## config.mk

```make
export PLATFORM = sky130hd
export DESIGN_NAME = restoring_divider
export DESIGN_NICKNAME = d
export VERILOG_FILES = /design/src/rtl/restoring_divider.sv
export SDC_FILE = /design/constraint.sdc
export NUM_CORES = 1
export LEC_CHECK = 0
export CAP_MARGIN = 20
export CORE_MARGIN = 5
export CORE_UTILIZATION = 49
export CTS_CLUSTER_DIAMETER = 100
export CTS_CLUSTER_SIZE = 14
export DETAILED_ROUTE_END_ITERATION = 8
export PLACE_DENSITY_LB_ADDON = 0.05
export RECOVER_POWER = 25
export SYNTH_ARGS = -nofsm -noshare
export SYNTH_HDL_FRONTEND = slang
export SYNTH_SLANG_ARGS = --single-unit
export TNS_END_PERCENT = 50
```

## constraint.sdc

```tcl
create_clock -name clk -period 3.03 [get_ports clk]
set_input_delay 0.606 -clock clk [delete_from_list [all_inputs] [get_ports clk]]
set_output_delay 0.606 -clock clk [all_outputs]
set_load 0.05 [all_outputs]
```

## src/rtl/restoring_divider.sv

```systemverilog
// Sequential unsigned restoring divider: an A:Q:M datapath driven by a small
// IDLE/ITER/DONE controller, producing one quotient bit per clock.
module restoring_divider #(
  parameter int N = 4
) (
  input  logic         clk,
  input  logic         reset,
  input  logic         start,
  input  logic [N-1:0] dividend,
  input  logic [N-1:0] divisor,
  output logic [N-1:0] quotient,
  output logic [N-1:0] remainder,
  output logic         busy,
  output logic         fin,
  output logic         div_by_zero,
  output logic         resta,
  output logic         desp
);

  localparam int CW = $clog2(N);
  localparam logic [CW-1:0] CNT_ZERO = {CW{1'b0}};
  localparam logic [CW-1:0] CNT_ONE  = CW'(1);
  localparam logic [CW-1:0] CNT_LAST = CW'(N - 1);
  localparam logic [N-1:0]  ZERO_N   = {N{1'b0}};
  localparam logic [N-1:0]  ONES_N   = {N{1'b1}};
  localparam logic [N:0]    ZERO_A   = {(N+1){1'b0}};

  typedef enum logic [1:0] {
    IDLE = 2'd0,
    ITER = 2'd1,
    DONE = 2'd2
  } state_t;

  state_t         state_r;
  state_t         state_s;
  logic [N:0]     a_r;
  logic [N-1:0]   q_r;
  logic [N-1:0]   m_r;
  logic [CW-1:0]  cnt_r;
  logic [N-1:0]   quotient_r;
  logic [N-1:0]   remainder_r;
  logic           div_by_zero_r;

  logic [N:0]     a_sh_s;
  logic [N:0]     trial_s;
  logic [N:0]     a_new_s;
  logic [N-1:0]   q_new_s;
  logic           zero_div_s;

  assign zero_div_s  = (divisor == ZERO_N);
  assign quotient    = quotient_r;
  assign remainder   = remainder_r;
  assign div_by_zero = div_by_zero_r;

  // Trial subtraction on the shifted partial remainder; a negative result
  // (sign bit of the N+1 bit trial) means the old value is restored.
  always_comb begin
    a_sh_s  = {a_r[N-1:0], q_r[N-1]};
    trial_s = a_sh_s - {1'b0, m_r};
    if (!trial_s[N]) begin
      a_new_s = trial_s;
      q_new_s = {q_r[N-2:0], 1'b1};
    end else begin
      a_new_s = a_sh_s;
      q_new_s = {q_r[N-2:0], 1'b0};
    end
  end

  // Controller next-state and per-cycle strobes.
  always_comb begin
    state_s = state_r;
    busy    = 1'b0;
    fin     = 1'b0;
    desp    = 1'b0;
    resta   = 1'b0;
    case (state_r)
      IDLE: begin
        if (start) begin
          state_s = zero_div_s ? DONE : ITER;
        end else begin
          state_s = IDLE;
        end
      end
      ITER: begin
        busy  = 1'b1;
        desp  = 1'b1;
        resta = ~trial_s[N];
        if (cnt_r == CNT_ZERO) begin
          state_s = DONE;
        end else begin
          state_s = ITER;
        end
      end
      DONE: begin
        fin     = 1'b1;
        state_s = IDLE;
      end
      default: begin
        state_s = IDLE;
      end
    endcase
  end

  // State register.
  always_ff @(posedge clk) begin
    if (reset) begin
      state_r <= IDLE;
    end else begin
      state_r <= state_s;
    end
  end

  // Datapath and result registers.
  always_ff @(posedge clk) begin
    if (reset) begin
      a_r           <= ZERO_A;
      q_r           <= ZERO_N;
      m_r           <= ZERO_N;
      cnt_r         <= CNT_ZERO;
      quotient_r    <= ZERO_N;
      remainder_r   <= ZERO_N;
      div_by_zero_r <= 1'b0;
    end else begin
      case (state_r)
        IDLE: begin
          if (start && zero_div_s) begin
            quotient_r    <= ONES_N;
            remainder_r   <= dividend;
            div_by_zero_r <= 1'b1;
          end else if (start) begin
            a_r           <= ZERO_A;
            q_r           <= dividend;
            m_r           <= divisor;
            cnt_r         <= CNT_LAST;
            div_by_zero_r <= 1'b0;
          end else begin
            a_r <= a_r;
          end
        end
        ITER: begin
          a_r <= a_new_s;
          q_r <= q_new_s;
          if (cnt_r == CNT_ZERO) begin
            quotient_r  <= q_new_s;
            remainder_r <= a_new_s[N-1:0];
          end else begin
            cnt_r <= cnt_r - CNT_ONE;
          end
        end
        default: begin
          a_r <= a_r;
        end
      endcase
    end
  end

endmodule

```

==> results.json, run 1 <==
{
  "area_delta_synth_final_pct": 20.6,
  "synth-main-ff-cell": "dfxtp_1",
  "cts-root-buf": "clkbuf_4",
  "syn_inst": 140,
  "maxCapViolations": 0,
  "yosysSeqAreaShare_pct": 39.8,
  "dieHeight_microns": 60.6,
  "antenna_found_initial": 0,
  "final_nets": 179,
  "setup_viol": 0,
  "power_density_mw_per_mm2": 551,
  "syn_area_sq_mm": 0.00126,
  "rsz0062_at_grt": "false",
  "via_per_inst": 5.32,
  "cts_buffer_depth": 2,
  "hp-class": "register to register",
  "placementRows": 18,
  "period_share_pct": 90.7,
  "gp_congestion": 0.830,
  "slew_headroom_pct": 34.4,
  "slowest_delay_ns": 0.39,
  "worstMarginPinSlew_ns": 0.981,
  "crit_required_ns": 2.42,
  "cp_slowest_cell": "fa_1",
  "clock.fmax_mhz": 364,
  "crit_path_start_kind": "register",
  "dr.pass1.iters": 4,
  "clkSinkCount": 25,
  "drtIter0Drc": 27,
  "post_cts_resized": 0,
  "cts_setup_buffers": 0,
  "core_area_sq_mm": 0.00245,
  "cts-hold-fix-buffers": 0,
  "peakVddDrop_uv": 400,
  "num_vias": 1017,
  "clk-insertion-delay-late_ns": 0.32,
  "clkTransAtPathRegs_ns": 0.14,
  "critPathMaxFanout": 3,
  "min_period_ns": 2.75,
  "synth_fp_nets": 157,
  "critical_path_class": "register to output port",
  "cp_cell_sequence": "inv_1, ha_1, fa_1, nand2b_4, a21oi_4, xnor2_1, nor2_1, buf_12",
  "status": "complete, no violations",
  "yosysWarnings": 0,
  "power_leakage_nw": 0.581,
  "grt_usage_pct": 16.1,
  "die_w_microns": 60.6,
  "grt_pass1_wl_mm": 4.49,
  "fin_setup_tns_ns": 0,
  "die_area_sq_mm": 0.00368,
  "port_buffers": 23,
  "p_total_uw": 836,
  "cts_made_buffers": 3,
  "synth_seq_cells": 25,
  "dp_hpwl_mm": 1.92,
  "grt_max_degree": 26,
  "crit_arrival_ns": 2.14,
  "drc": 0,
  "grt_overflow": 0,
  "grt_pass1_vias": 1010,
  "drive_above_1_share_pct": 8.70,
  "routed_wl_mm": 2.60,
  "ios": 24,
  "crit_path_end_kind": "output port",
  "synth-edff-count": 0,
  "syn_area_per_cell_sq_um": 8.97,
  "hold_viol": 0,
  "finalClockSkew_ns": 0.00464,
  "wl_per_cell_microns": 13.6,
  "cts_tree": "built",
  "initial_utilization_pct": 51.2,
  "ant_nets": 0,
  "antenna_cells": 0,
  "ys_async_sr_fraction_pct": 0,
  "slew_violations": 0,
  "synth_cell_types": 33,
  "htreeDepth": 1
}
[critical path, delay by kind of cell (launching register included)]
kind / cells / cell delay, ns
compound gates: 1 / 0.16
flops: 1 / 0.33
fa+ha+maj: 2 / 0.61
xor+xnor: 1 / 0.14
buf+inv: 2 / 0.23
simple gates: 2 / 0.37
[routing by layer]
metal  vias to the layer above  GRT usage, %  part of all wire (%)  wire [microns]
li1                        524             -                     -               -
met2                        22          23.4                    43            1110
met3                         7          2.98                   4.1             107
met1                       464          23.2                    51            1330
met4                         0          6.81                   2.1              55
met5                         -             0                     0               0
[cells in the final DEF, fill, tap and decap left out, drive strengths merged, types with 2 or more instances in the layout]
cell type      netlist  final
dfxtp               25     25
a21oi                8      8
clkdlybuf4s50        0     21
nor2                30     30
nand2b               6      6
a22oi                3      3
nor3                 3      3
nor2b                2      2
a211oi              11     11
nand3                2      2
inv                 10     10
a311oi               4      4
nand2                8      8
mux2i                6      6
clkbuf               2      3
buf                  5      2
ha                   5      5
[cell usage after synthesis, types with 3 or more instances]
cell type	n	share of area, %
nor2_1	30	9.0
dfxtp_1	25	40
a211oi_1	11	6.6
inv_1	9	2.7
nand2_1	8	2.4
a21oi_1	7	2.8
mux2i_1	6	4.8
ha_1	5	5.0
nand2b_1	5	2.5
a22oi_1	3	1.8
[layout make-up]
cell class                      count  area [sq um]
Clock buffer                        3          22.5
Clock inverter                      1          7.51
Fill cell                         234           940
Inverter                           10          37.5
Multi-Input combinational cell     98           662
Sequential cell                    25           500
Tap cell                           30          37.5
Timing Repair Buffer               24           248
[logic make-up (layout without fill, tap and decap cells)]
family | count (synthesis) | in the layout | share of synthesized area (%)
adders and majority gates | 6 | 6 | 6.57
buffers and inverters | 17 | 38 | 5.88
AOI/OAI and AO/OA | 31 | 31 | 20.0
muxes | 7 | 7 | 5.98
xor gates and xnor gates | 2 | 2 | 1.99
and+or+nand+nor | 52 | 52 | 19.7
DFF | 25 | 25 | 39.8
[registers in the layout, summed over array words and instances (netlist names)]
| signal | count |
|---|---|
| a_r | 4 |
| cnt_r | 2 |
| div_by_zero | 1 |
| m_r | 4 |
| q_r | 4 |
| quotient | 4 |
| remainder | 4 |
| state_r | 2 |
[where the power goes]
group          switching, mW  internal [mW]
clock network          0.104         0.0504
logic                  0.181          0.118
registers             0.0202          0.362
[through the flow]
step / setup WS, ns / area (sq um) / hold slack [ns] / instances / utilization [%]
floorplan: 0.408 / 1260 / 0.437 / 140 / -
global placement: 0.691 / 1510 / 0.449 / 187 / 61.3
detailed placement: 0.648 / 1510 / 0.463 / 187 / 61.3
CTS: 0.263 / 1540 / 0.485 / 191 / 62.5
global route: 0.0896 / 1520 / 0.508 / 191 / 61.7
finish: 0.281 / 1520 / 0.480 / 191 / 61.7
[path summary, 6_finish.rpt]
path	start	to	slack, ns	depth (start not counted)
worst max-delay path	q_r[3]	resta	0.28	8
worst min-delay path	cnt_r[0]	cnt_r[0]	0.48	1
worst max register to register	q_r[3]	remainder[2]	0.82	8
worst min register to register	cnt_r[0]	cnt_r[0]	0.48	1
(Power assumes the default switching activity.)
==> run 2: changes to the inputs <==
--- a/config.mk
+++ b/config.mk
@@ -15,2 +15,3 @@
 export RECOVER_POWER = 25
+export SETUP_SLACK_MARGIN = 0.5
 export SYNTH_ARGS = -nofsm -noshare
--- a/constraint.sdc
+++ b/constraint.sdc
@@ -3,2 +3,2 @@
 set_output_delay 0.606 -clock clk [all_outputs]
-set_load 0.05 [all_outputs]
+set_load 0.1 [all_outputs]
==> run 2 against run 1 <==
Cell count up 1.0%. Critical path depth is the same. Sequential power hardly changed. Global-route usage increased by 0.31 points. Flip-flop and latch count unchanged. Wire length grew 3.0%. Maximum frequency is 4.8% higher. Non-clock buffer count rose by 2. Combinational power grew 28%. Clock power is 5% higher.
==> results.json, run 2 (synthesis results as in run 1) <==
{
  "crit_path_start_kind": "register",
  "dp_hpwl_mm": 1.98,
  "drive_above_1_share_pct": 16.0,
  "cts_made_buffers": 3,
  "gr-usage-met2_pct": 25.5,
  "slew_violations": 0,
  "antenna_found_initial": 0,
  "status": "complete, no violations",
  "dr.pass1.iters": 4,
  "antenna_cells": 0,
  "power_density_mw_per_mm2": 612,
  "num_vias": 1034,
  "fillers": 238,
  "layout.cells.most_common": "nor2_1",
  "critical_path_class": "register to output port",
  "peakVddDrop_uv": 392,
  "die_area_sq_mm": 0.00368,
  "grt_max_degree": 26,
  "via_per_inst": 5.36,
  "cts_buffer_depth": 2,
  "crit_required_ns": 2.42,
  "drtIter0Drc": 27,
  "fin_setup_tns_ns": 0,
  "period_share_pct": 86.6,
  "clk-insertion-delay-late_ns": 0.34,
  "grt_pass1_wl_mm": 4.50,
  "wl_per_cell_microns": 13.9,
  "clock.fmax_mhz": 381,
  "min_period_ns": 2.62,
  "grt_util_met3_pct": 2.34,
  "clkTransAtPathRegs_ns": 0.16,
  "initial_utilization_pct": 51.2,
  "seqCellArea_sq_um": 500,
  "drc": 0,
  "routed_wl_mm": 2.68,
  "grtUsageMet1_pct": 21.5,
  "placementRows": 18,
  "maxCapViolations": 0,
  "core_area_sq_mm": 0.00245,
  "die_w_microns": 60.6,
  "rsz0062_at_grt": "true",
  "grt.busiest_layer": "met2",
  "dieHeight_microns": 60.6,
  "cts-hold-fix-buffers": 0,
  "hp-class": "register to register",
  "area_delta_synth_final_pct": 20.8,
  "port_buffers": 23,
  "critPathMaxFanout": 3,
  "gp_congestion": 0.881,
  "worst_hold_slack_ns": 0.476,
  "multi_input_area_sq_um": 713,
  "ios": 24,
  "finalClockSkew_ns": 0.0164,
  "power_leakage_nw": 0.587,
  "clkSinkCount": 25,
  "hold_viol": 0,
  "cts_tree": "built",
  "setup_viol": 0,
  "grt_overflow": 0,
  "ant_nets": 0,
  "grt_pass1_vias": 1003,
  "grt_usage_pct": 16.4,
  "final_cell_mix": "nor2_1 (29), dfxtp_1 (25), a211oi_1 (11)",
  "final_nets": 181,
  "slew_headroom_pct": 22.1,
  "p_total_uw": 928,
  "crit_path_end_kind": "output port",
  "htreeDepth": 1,
  "crit_arrival_ns": 2.02,
  "cts-root-buf": "clkbuf_4",
  "worstMarginPinSlew_ns": 1.17
}
run 2: area by class of cell:
cell class | instances | share of cell area (%)
clock buffers | 3 | 1.48
clock inverters | 1 | 0.495
inverters | 10 | 2.47
multi-input cells | 98 | 47.0
flip-flops and latches | 25 | 33.0
well taps | 30 | 2.47
repair buffers | 26 | 13.1
run 2: what timing repair did:
action | in CTS | in global routing
pin swaps | 1 | 1
resized for setup | 4 | 0
hold endpoints to repair | 0 | 0
endpoints found under the setup margin | 1 | 1
cloned | 0 | 0
buffers inserted | 1 | 1
run 2: stage by stage:
stage	instances	setup WS, ns	area, sq um	utilization (%)
floorplan	140	0.545	1260	-
global placement	187	0.692	1480	60.4
detailed placement	187	0.636	1480	60.4
CTS	192	0.377	1540	62.9
global route	193	0.297	1520	61.8
finish	193	0.407	1520	61.8
run 2: where the power goes:
group	switching, mW	internal [mW]	leakage (nW)
Clock	0.111	0.0506	0.0139
Combinational	0.261	0.123	0.367
Sequential	0.0210	0.362	0.205
run 2: final timing paths:
path                               start            to  slack (ns)  depth (start not counted)
worst max-delay path              q_r[3]         resta        0.41                          8
worst min-delay path            cnt_r[0]      cnt_r[0]        0.48                          1
worst max register to register    q_r[3]  remainder[1]        0.66                         10
worst min register to register  cnt_r[0]      cnt_r[0]        0.48                          1
run 2: critical path, cell delays in order, from the launching register on:
cell and delay, ns:
dfxtp_1 0.33, inv_1 0.06, ha_2 0.19, fa_2 0.34, nand2b_4 0.16, a21oi_4 0.20
xnor2_4 0.11, nor2_4 0.11, buf_12 0.18
run 2: layer usage:
metal | share of wire [%] | vias to the layer above
li1 | - | 529
met1 | 48 | 478
met2 | 46 | 19
met3 | 3.7 | 8
met4 | 2.7 | 0
met5 | 0 | -
